**src/rtl/uart_defs.sv**
```systemverilog
// Shared UART definitions: receiver FSM state encoding and default bit timing.
// Optional feature macro: UART_RX_PARITY_EN (adds the PARITY state for 8E1).
package uart_defs;

  // 115200 baud from a 50 MHz clock.
  localparam int unsigned CLKS_PER_BIT_DEFAULT = 434;

  typedef enum logic [2:0] {
    ST_IDLE      = 3'd0,
    ST_START     = 3'd1,
    ST_DATA      = 3'd2,
    ST_STOP      = 3'd3,
    ST_WAIT_HIGH = 3'd4
`ifdef UART_RX_PARITY_EN
    ,
    ST_PARITY    = 3'd5
`endif
  } uart_state_e;

endpackage

```
**src/rtl/uart_sync2.sv**
```systemverilog
// Two-flop synchronizer for a single asynchronous bit; both flops reset high.
module uart_sync2 (
  input  logic clk,
  input  logic rst,
  input  logic d_i,
  output logic q_o
);

  logic meta_q;
  logic sync_q;

  // Shift the asynchronous input through two flops to settle metastability.
  always_ff @(posedge clk) begin
    // NOTE: reset to the idle level (high) so leaving reset never looks like a start bit.
    if (rst) begin
      meta_q <= 1'b1;
      sync_q <= 1'b1;
    end else begin
      // NOTE: non-blocking assignments so both flops sample the pre-edge values.
      meta_q <= d_i;
      sync_q <= meta_q;
    end
  end

  assign q_o = sync_q;

endmodule

```
**src/rtl/uart_rx.sv**
```systemverilog
// UART receiver, 8N1 LSB first, mid-bit sampling with a single bit-period counter.
// Optional feature macro: UART_RX_PARITY_EN (8E1 framing with even-parity check).
module uart_rx
  import uart_defs::*;
#(
  parameter int unsigned CLKS_PER_BIT = CLKS_PER_BIT_DEFAULT
) (
  input  logic       clk,
  input  logic       rst,
  input  logic       rx,
  input  logic       rx_ack,
  output logic [7:0] rx_data,
  output logic       rx_valid,
  output logic       rx_overrun,
  output logic       rx_frame_err
);

  localparam int unsigned      CNT_W     = $clog2(CLKS_PER_BIT) + 1;
  localparam logic [CNT_W-1:0] FULL_LAST = CNT_W'(CLKS_PER_BIT - 1);
  localparam logic [CNT_W-1:0] HALF_LAST = CNT_W'(CLKS_PER_BIT / 2 - 1);
  localparam logic [CNT_W-1:0] CNT_ONE   = CNT_W'(1);

  uart_state_e      state_q, state_d;
  logic [CNT_W-1:0] cnt_q, cnt_d;
  logic [2:0]       bit_cnt_q, bit_cnt_d;
  logic [7:0]       shift_q, shift_d;
  logic [7:0]       data_q, data_d;
  logic             valid_q, valid_d;
  logic             overrun_q, overrun_d;
  logic             frame_err_q, frame_err_d;
  logic             rx_prev_q;
  logic             rx_sync;
  logic             byte_good;
  logic             frame_bad;
`ifdef UART_RX_PARITY_EN
  logic             par_err_q, par_err_d;
`endif

  uart_sync2 u_sync (
    .clk (clk),
    .rst (rst),
    .d_i (rx),
    .q_o (rx_sync)
  );

  // Next-state logic: frame sequencing, sampling and the consumer-facing flags.
  always_comb begin
    // NOTE: every variable gets a default first so no path can infer a latch.
    state_d   = state_q;
    cnt_d     = cnt_q;
    bit_cnt_d = bit_cnt_q;
    shift_d   = shift_q;
    byte_good = 1'b0;
    frame_bad = 1'b0;
`ifdef UART_RX_PARITY_EN
    par_err_d = par_err_q;
`endif

    unique case (state_q)
      ST_IDLE: begin
        cnt_d = '0;
`ifdef UART_RX_PARITY_EN
        par_err_d = 1'b0;
`endif
        if (rx_prev_q && !rx_sync) state_d = ST_START;
      end
      ST_START: begin
        if (cnt_q == HALF_LAST) begin
          cnt_d = '0;
          if (!rx_sync) begin
            state_d   = ST_DATA;
            bit_cnt_d = '0;
          end else begin
            state_d = ST_IDLE;  // glitch shorter than half a bit
          end
        end else begin
          cnt_d = cnt_q + CNT_ONE;
        end
      end
      ST_DATA: begin
        if (cnt_q == FULL_LAST) begin
          cnt_d   = '0;
          shift_d = {rx_sync, shift_q[7:1]};
          if (bit_cnt_q == 3'd7) begin
`ifdef UART_RX_PARITY_EN
            state_d = ST_PARITY;
`else
            state_d = ST_STOP;
`endif
          end else begin
            bit_cnt_d = bit_cnt_q + 3'd1;
          end
        end else begin
          cnt_d = cnt_q + CNT_ONE;
        end
      end
`ifdef UART_RX_PARITY_EN
      ST_PARITY: begin
        if (cnt_q == FULL_LAST) begin
          cnt_d     = '0;
          par_err_d = rx_sync ^ (^shift_q);
          state_d   = ST_STOP;
        end else begin
          cnt_d = cnt_q + CNT_ONE;
        end
      end
`endif
      ST_STOP: begin
        if (cnt_q == FULL_LAST) begin
          cnt_d = '0;
          if (rx_sync) begin
            state_d = ST_IDLE;
`ifdef UART_RX_PARITY_EN
            byte_good = !par_err_q;
            frame_bad = par_err_q;
`else
            byte_good = 1'b1;
`endif
          end else begin
            frame_bad = 1'b1;
            state_d   = ST_WAIT_HIGH;  // line held low: wait out the break
          end
        end else begin
          cnt_d = cnt_q + CNT_ONE;
        end
      end
      ST_WAIT_HIGH: begin
        cnt_d = '0;
        if (rx_sync) state_d = ST_IDLE;
      end
      default: state_d = ST_IDLE;
    endcase

    // A new byte wins over an acknowledge landing in the same cycle.
    data_d      = byte_good ? shift_q : data_q;
    valid_d     = byte_good ? 1'b1 : (rx_ack ? 1'b0 : valid_q);
    overrun_d   = (byte_good && valid_q && !rx_ack) ? 1'b1
                : (rx_ack ? 1'b0 : overrun_q);
    frame_err_d = frame_bad ? 1'b1 : (rx_ack ? 1'b0 : frame_err_q);
  end

  // State register with synchronous reset.
  always_ff @(posedge clk) begin
    if (rst) begin
      state_q     <= ST_IDLE;
      cnt_q       <= '0;
      bit_cnt_q   <= '0;
      shift_q     <= '0;
      data_q      <= '0;
      valid_q     <= 1'b0;
      overrun_q   <= 1'b0;
      frame_err_q <= 1'b0;
      rx_prev_q   <= 1'b1;
`ifdef UART_RX_PARITY_EN
      par_err_q   <= 1'b0;
`endif
    end else begin
      state_q     <= state_d;
      cnt_q       <= cnt_d;
      bit_cnt_q   <= bit_cnt_d;
      shift_q     <= shift_d;
      data_q      <= data_d;
      valid_q     <= valid_d;
      overrun_q   <= overrun_d;
      frame_err_q <= frame_err_d;
      rx_prev_q   <= rx_sync;
`ifdef UART_RX_PARITY_EN
      par_err_q   <= par_err_d;
`endif
    end
  end

  assign rx_data      = data_q;
  assign rx_valid     = valid_q;
  assign rx_overrun   = overrun_q;
  assign rx_frame_err = frame_err_q;

endmodule

```
**config.mk**
```make
export PLATFORM = sky130hd
export DESIGN_NAME = uart_rx
export DESIGN_NICKNAME = d
export VERILOG_FILES = /design/src/rtl/uart_defs.sv /design/src/rtl/uart_sync2.sv /design/src/rtl/uart_rx.sv
export SDC_FILE = /design/constraint.sdc
export NUM_CORES = 1
export LEC_CHECK = 0
export ABC_AREA = 1
export CORE_AREA = 2 2 62 64
export DETAILED_ROUTE_END_ITERATION = 10
export DIE_AREA = 0 0 64 66
export GPL_TIMING_DRIVEN = 0
export HOLD_SLACK_MARGIN = 0.12
export PLACE_DENSITY_LB_ADDON = 0.2
export SYNTH_ARGS = -nofsm -noshare
export SYNTH_HDL_FRONTEND = slang
export SYNTH_HIERARCHICAL = 1
export SYNTH_SLANG_ARGS = --single-unit
```
**constraint.sdc**
```tcl
create_clock -name clk -period 2.3 [get_ports clk]
set_clock_uncertainty 0.1 [all_clocks]
set_input_delay 0.69 -clock clk [delete_from_list [all_inputs] [get_ports clk]]
set_output_delay 0.69 -clock clk [all_outputs]
set_load 0.01 [all_outputs]
```
==> results of run 1 <==
[path summary, 6_finish.rpt]
check	from	to	slack (ns)	depth (start not counted)
hold / removal	u_sync/meta_q$_SDFF_PP1_	u_sync/q_o$_SDFF_PP1_	0.32	2
hold reg to reg	u_sync/meta_q$_SDFF_PP1_	u_sync/q_o$_SDFF_PP1_	0.32	2
setup / recovery	rx_valid$_SDFFE_PP0P_	rx_valid	0.23	1
setup reg to reg	cnt_q[0]$_SDFFE_PP0P_	shift_q[1]$_SDFFE_PP0P_	0.56	7
[per-stage QoR]
step	setup TNS (ns)	utilization, %
after floorplan	0	-
after global placement	-0.0972	58.9
after detailed placement	-0.124	58.9
after CTS	0	61.9
after global routing	0	61.9
final	0	61.9
[logic make-up (layout without fill, tap and decap cells)]
logic type | Yosys count | in the layout | synth area share, %
adder cells (fa/ha/maj) | 5 | 5 | 3.31
AO/OA/AOI/OAI | 37 | 37 | 10.4
XOR/XNOR | 3 | 3 | 1.39
AND/OR/NAND/NOR | 158 | 158 | 35.5
buffers and inverters | 45 | 67 | 9.20
flip-flops | 38 | 38 | 40.2
[registers in the layout (all words and copies together), names as in the netlist, 3 cells and up]
register	count
shift_q	8
state_q	3
rx_data	8
cnt_q	10
bit_cnt_q	3
[final cells by class]
| class | instances | area, µm² | share of cell area, % |
|---|---|---|---|
| inverter | 41 | 159 | 7.23 |
| multi-input combinational | 203 | 956 | 43.5 |
| clock inverter | 3 | 68.8 | 3.13 |
| tap | 48 | 60.1 | 2.73 |
| buffer | 4 | 15.0 | 0.683 |
| timing repair buffer | 14 | 140 | 6.38 |
| clock buffer | 5 | 37.5 | 1.71 |
| sequential | 38 | 761 | 34.6 |
[synth_stat cells (all sizes together)]
library cell   n  area share (%)
nor2          76              16
nand2         64              14
inv           40             7.9
dfxtp         38              40
o21ai         21             5.6
a21oi         13             3.6
nand3         10             3.6
ha             5             3.3
nor3           4             1.1
clkbuf         3            0.60
nand4          3            0.99
o21bai         2            0.79
xor2           2            0.93
buf            1            0.20
clkinv         1            0.46
o31ai          1            0.40
or2            1            0.33
xnor2          1            0.46
[where the power goes]
group,switching (W),internal [W],total (W)
combinational,0.000296,0.000157,0.000453
sequential,0.0000390,0.000705,0.000744
clock,0.000231,0.000340,0.000571
[placed cells by master, fill, tap and decap left out, types with 5 or more instances in the layout]
cell	synthesis	layout
a21oi_1	12	12
clkbuf_4	0	5
clkdlybuf4s50_1	0	14
dfxtp_1	38	38
ha_1	5	5
inv_1	39	39
nand2_1	60	60
nand3_1	8	8
nor2_1	71	71
o21ai_0	19	19
[routing by layer]
metal  up-vias  track usage (%)  share of wire, %
li1        924                -                 -
met1       742             26.9                52
met2        29             30.7                44
met3         4             5.62               3.6
met4         0             7.34              0.62
met5         -                0                 0
==> impl_metrics.py, run 1 <==
metrics = {
    "logic_synthesis": {
        "syn_area_per_cell_um2": 6.61,
        "syn-num-nets": 295,
        "yosys_warnings": 6,
        "ys_ff_latch": 38,
        "seq_area_frac_synth_pct": 40.2,
        "postSynthCellCount": 286,
        "synth.cell_area_um2": 1890,
        "ys_types": 27,
    },
    "layout": {
        "instances_no_fill": 356,
        "area_growth_pct": 16.2,
        "final_cell_area_um2": 2200,
        "final_layout_size_suffix_gt1_share_pct": 7.47,
        "fin_nets": 316,
        "fillers": 338,
        "insertedDiodeCount": 0,
    },
    "floorplanning": {
        "design.die.area_um2": 4220,
        "fp.dieW_um": 64,
        "num_io_pins": 15,
        "row_count": 22,
        "initial_utilization_pct": 53.2,
        "core_area_um2": 3550,
        "die_h_um": 66,
    },
    "sta": {
        "period_share_pct": 90.0,
        "whs_ns": 0.324,
        "hold_viol": 0,
        "max_slew.worst_pin.slew_ns": 0.498,
        "finalMaxSlewViolations": 0,
        "setup_violations": 0,
        "layout_min_cycle_time_ns": 2.07,
        "fin_ws_ns": 0.229,
        "slew_headroom_pct": 66.8,
        "fmax_mhz": 483,
        "rsz0062_at_grt": "no",
    },
    "placement": {
        "dp_cells": 348,
        "io_buffer_count": 14,
        "place_congestion": 0.926,
        "pre_cts_slack_ns": -0.0791,
        "hpwlAfterDp_um": 2780,
        "dpl_cell_area_um2": 2090,
    },
    "clock_tree": {
        "clock_path_buffers": 2,
        "cts_made_buffers": 5,
        "clock_latency_ns": 0.35,
        "clk_pin_slew_ns": 0.12,
        "cts_setup_buffers": 0,
        "clock-root-buffer": "clkbuf_4",
        "cts_tree": "yes",
        "cts-resized-gates": 0,
        "htree_levels": 2,
        "holdBufCountCts": 0,
        "cts.sinks": 38,
    },
    "power_and_ir_drop": {
        "powerDensity_nw_per_um2": 805,
        "power_w": 0.00177,
        "max-vdd-ir-drop_mv": 0.451,
        "leakage_nw": 1.00,
    },
    "detailed_routing": {
        "drt-initial-drc-count": 107,
        "ant_nets": 0,
        "via_per_inst": 4.77,
        "drt_first_pass_iters": 4,
        "via_count": 1699,
        "routed_wl_um": 3720,
        "wl_per_cell_um": 10.5,
        "route.detailed.drc": 0,
    },
    "grt": {
        "grt_pass1_vias": 1469,
        "antenna_found_initial": 0,
        "grt_max_degree": 14,
        "grt.total_usage_pct": 20.1,
        "grt_first_pass_wirelength_um": 6530,
        "grt.overflow.total": 0,
    },
    "hold_path": {
        "worstHoldPathType": "reg2reg",
    },
    "setup_path": {
        "crit_path_max_incr_delay_ns": 0.55,
        "crit_arrival_ns": 1.28,
        "cp_max_fo": 3,
        "cp_slowest_cell": "clkdlybuf4s50_1",
        "path_cells": "clkdlybuf4s50_1",
        "end_kind": "output port",
        "critPathKind": "reg2out",
        "path_buf_inv": 1,
        "worst_setup_path_start_kind": "flip-flop",
        "cp.required_ns": 1.51,
        "cpLargestDelayFamily": "buffers and inverters",
    },
    "run_status": {
        "status": "finished clean",
    },
    "flow_run": {
        "max_cap_violations": 0,
    },
}
Note: power is estimated with default switching activity, not from simulation.
==> inputs of run 2 (changes only) <==
--- a/config.mk
+++ b/config.mk
@@ -6,11 +6,12 @@
 export NUM_CORES = 1
 export LEC_CHECK = 0
 export ABC_AREA = 1
-export CORE_AREA = 2 2 62 64
+export CORE_AREA = 2 2 65 67
 export DETAILED_ROUTE_END_ITERATION = 10
-export DIE_AREA = 0 0 64 66
+export DIE_AREA = 0 0 67 69
 export GPL_TIMING_DRIVEN = 0
 export HOLD_SLACK_MARGIN = 0.12
+export MAX_ROUTING_LAYER = met4
 export PLACE_DENSITY_LB_ADDON = 0.2
 export SYNTH_ARGS = -nofsm -noshare
 export SYNTH_HDL_FRONTEND = slang
==> run 2 against run 1 <==
  * Via count down 0.24%
  * First-iteration DRC count down 32%
  * Critical path depth increased by 5
  * Largest cell class unchanged
  * Global-route usage fell by 1.1 points
  * Die area is 9.4% higher
  * Sequential share of layout area down 0.52 points
  * Maximum frequency up 1.8%
  * Worst hold slack lost 0.0098 ns
  * Critical path type is now in2reg
  * Combinational power up 2%
  * Sequential cell count unchanged
==> impl_metrics.py, run 2 (synthesized netlist as in run 1, its figures left out) <==
metrics = {
    "power_and_ir_drop": {
        "p_sw_w": 0.000594,
        "pwr-share-clk_pct": 36.3,
        "p_seq_share_pct": 39.4,
        "leakage_nw": 1.01,
        "max-vdd-ir-drop_mv": 0.412,
        "powerDensity_nw_per_um2": 848,
        "power_w": 0.00189,
        "p_int_w": 0.00130,
        "swShare_pct": 31.4,
        "combinationalPowerShare_pct": 24.3,
    },
    "floorplanning": {
        "num_io_pins": 15,
        "design.die.area_um2": 4620,
        "die_h_um": 69,
        "fp.dieW_um": 67,
        "row_count": 23,
        "initial_utilization_pct": 48.3,
        "core_area_um2": 3910,
    },
    "detailed_routing": {
        "via_count": 1695,
        "via_per_inst": 4.73,
        "route.detailed.drc": 0,
        "routed_wl_um": 3800,
        "wl_per_cell_um": 10.6,
        "ant_nets": 0,
        "drt_first_pass_iters": 4,
        "drt-initial-drc-count": 73,
    },
    "placement": {
        "dpl_cell_area_um2": 2090,
        "io_buffer_count": 14,
        "hpwlAfterDp_um": 2790,
        "place_congestion": 0.981,
    },
    "clock_tree": {
        "clock-root-buffer": "clkbuf_8",
        "cts_setup_buffers": 0,
        "cts-resized-gates": 0,
        "clk_pin_slew_ns": 0.08,
        "htree_levels": 2,
        "clock_latency_ns": 0.30,
        "cts_made_buffers": 5,
        "cts.sinks": 38,
        "holdBufCountCts": 0,
        "clock_path_buffers": 2,
        "cts_tree": "yes",
    },
    "flow_run": {
        "max_cap_violations": 0,
    },
    "setup_path": {
        "cpLargestDelayFamily": "buffers and inverters",
        "cp_slowest_cell": "clkdlybuf4s50_1",
        "crit_arrival_ns": 2.12,
        "critPathMostFrequentCell": "clkbuf_1",
        "critPathKind": "in2reg",
        "worst_setup_path_start_kind": "input port",
        "path_cells": "clkdlybuf4s50_1, clkbuf_1, inv_1, clkbuf_1, nand3_1, o31ai_1",
        "cp_max_fo": 10,
        "r2r_slack_ns": 0.55,
        "path_buf_inv": 4,
        "cp.required_ns": 2.38,
        "end_kind": "flip-flop",
        "crit_path_max_incr_delay_ns": 0.49,
    },
    "grt": {
        "use_met3_pct": 4.40,
        "grt_max_degree": 14,
        "busiest_layer": "met2",
        "use_met1_pct": 24.1,
        "antenna_found_initial": 0,
        "grt_first_pass_wirelength_um": 6710,
        "grt_pass1_vias": 1562,
        "use_met2_pct": 29.5,
        "grt.overflow.total": 0,
        "grt.total_usage_pct": 19.0,
    },
    "sta": {
        "finalMaxSlewViolations": 0,
        "max_slew.worst_pin.slew_ns": 0.481,
        "hold_viol": 0,
        "layout_min_cycle_time_ns": 2.04,
        "rsz0062_at_grt": "no",
        "period_share_pct": 88.5,
        "slew_headroom_pct": 67.9,
        "tns_ns": 0,
        "setup_violations": 0,
        "fmax_mhz": 491,
    },
    "run_status": {
        "status": "finished clean",
    },
    "layout": {
        "final_common_cell": "nor2_1",
        "final_cell_area_um2": 2230,
        "insertedDiodeCount": 0,
        "layout_common_cells": "nor2_1 (71), nand2_1 (60), inv_1 (39)",
        "regMostFlops": "cnt_q",
        "area_growth_pct": 18.0,
        "largest_reg_flops": 10,
        "fin_nets": 316,
        "final_layout_size_suffix_gt1_share_pct": 7.47,
    },
    "hold_path": {
        "worstHoldPathType": "reg2reg",
    },
}
==> run 2: worst register-to-register path, delay by kind of cell, from the launching register on <==
family	cells	cell delay (ns)
compound gates	1	0.16
fa+ha+maj	1	0.17
flops	1	0.41
simple gates	6	0.81
==> run 2: stage by stage <==
step	utilization, %	setup WS (ns)	cells	hold slack (ns)
final	57.0	0.265	358	0.315
after global routing	57.0	0.0613	358	0.358
after CTS	57.0	0.264	358	0.321
after detailed placement	53.5	-0.0655	350	0.301
after global placement	53.5	-0.0440	350	0.294
after floorplan	-	0.751	286	0.287
==> run 2: cell type report <==
cell class,count,area (µm²)
Multi-Input combinational cell,203,956
Timing Repair Buffer,14,140
Tap cell,50,62.6
Clock buffer,5,68.8
Clock inverter,3,68.8
Sequential cell,38,761
Fill cell,384,1680
Buffer,4,15.0
Inverter,41,159
==> run 2: path summary, 6_finish.rpt <==
kind | from | to | depth (start not counted)
setup / recovery | rst | rx_frame_err$_SDFFE_PP0P_ | 6
setup reg to reg | cnt_q[0]$_SDFFE_PP0P_ | cnt_q[9]$_SDFFE_PP0P_ | 8
hold / removal | u_sync/meta_q$_SDFF_PP1_ | u_sync/q_o$_SDFF_PP1_ | 2
hold reg to reg | u_sync/meta_q$_SDFF_PP1_ | u_sync/q_o$_SDFF_PP1_ | 2
==> run 2: power groups by stage <==
stage	combinational (W)	clock, W	sequential, W
floorplan	0.000370	0	0.000751
global placement	0.000446	0	0.000759
detailed placement	0.000453	0	0.000760
CTS	0.000458	0.000701	0.000745
global route	0.000533	0.000730	0.000757
finish	0.000460	0.000687	0.000745
==> run 2: per-layer routing <==
| layer | up-vias | routed length [µm] |
|---|---|---|
| met4 | 0 | 63 |
| met1 | 738 | 1940 |
| li1 | 920 | - |
| met5 | - | 0 |
| met2 | 30 | 1660 |
| met3 | 7 | 138 |
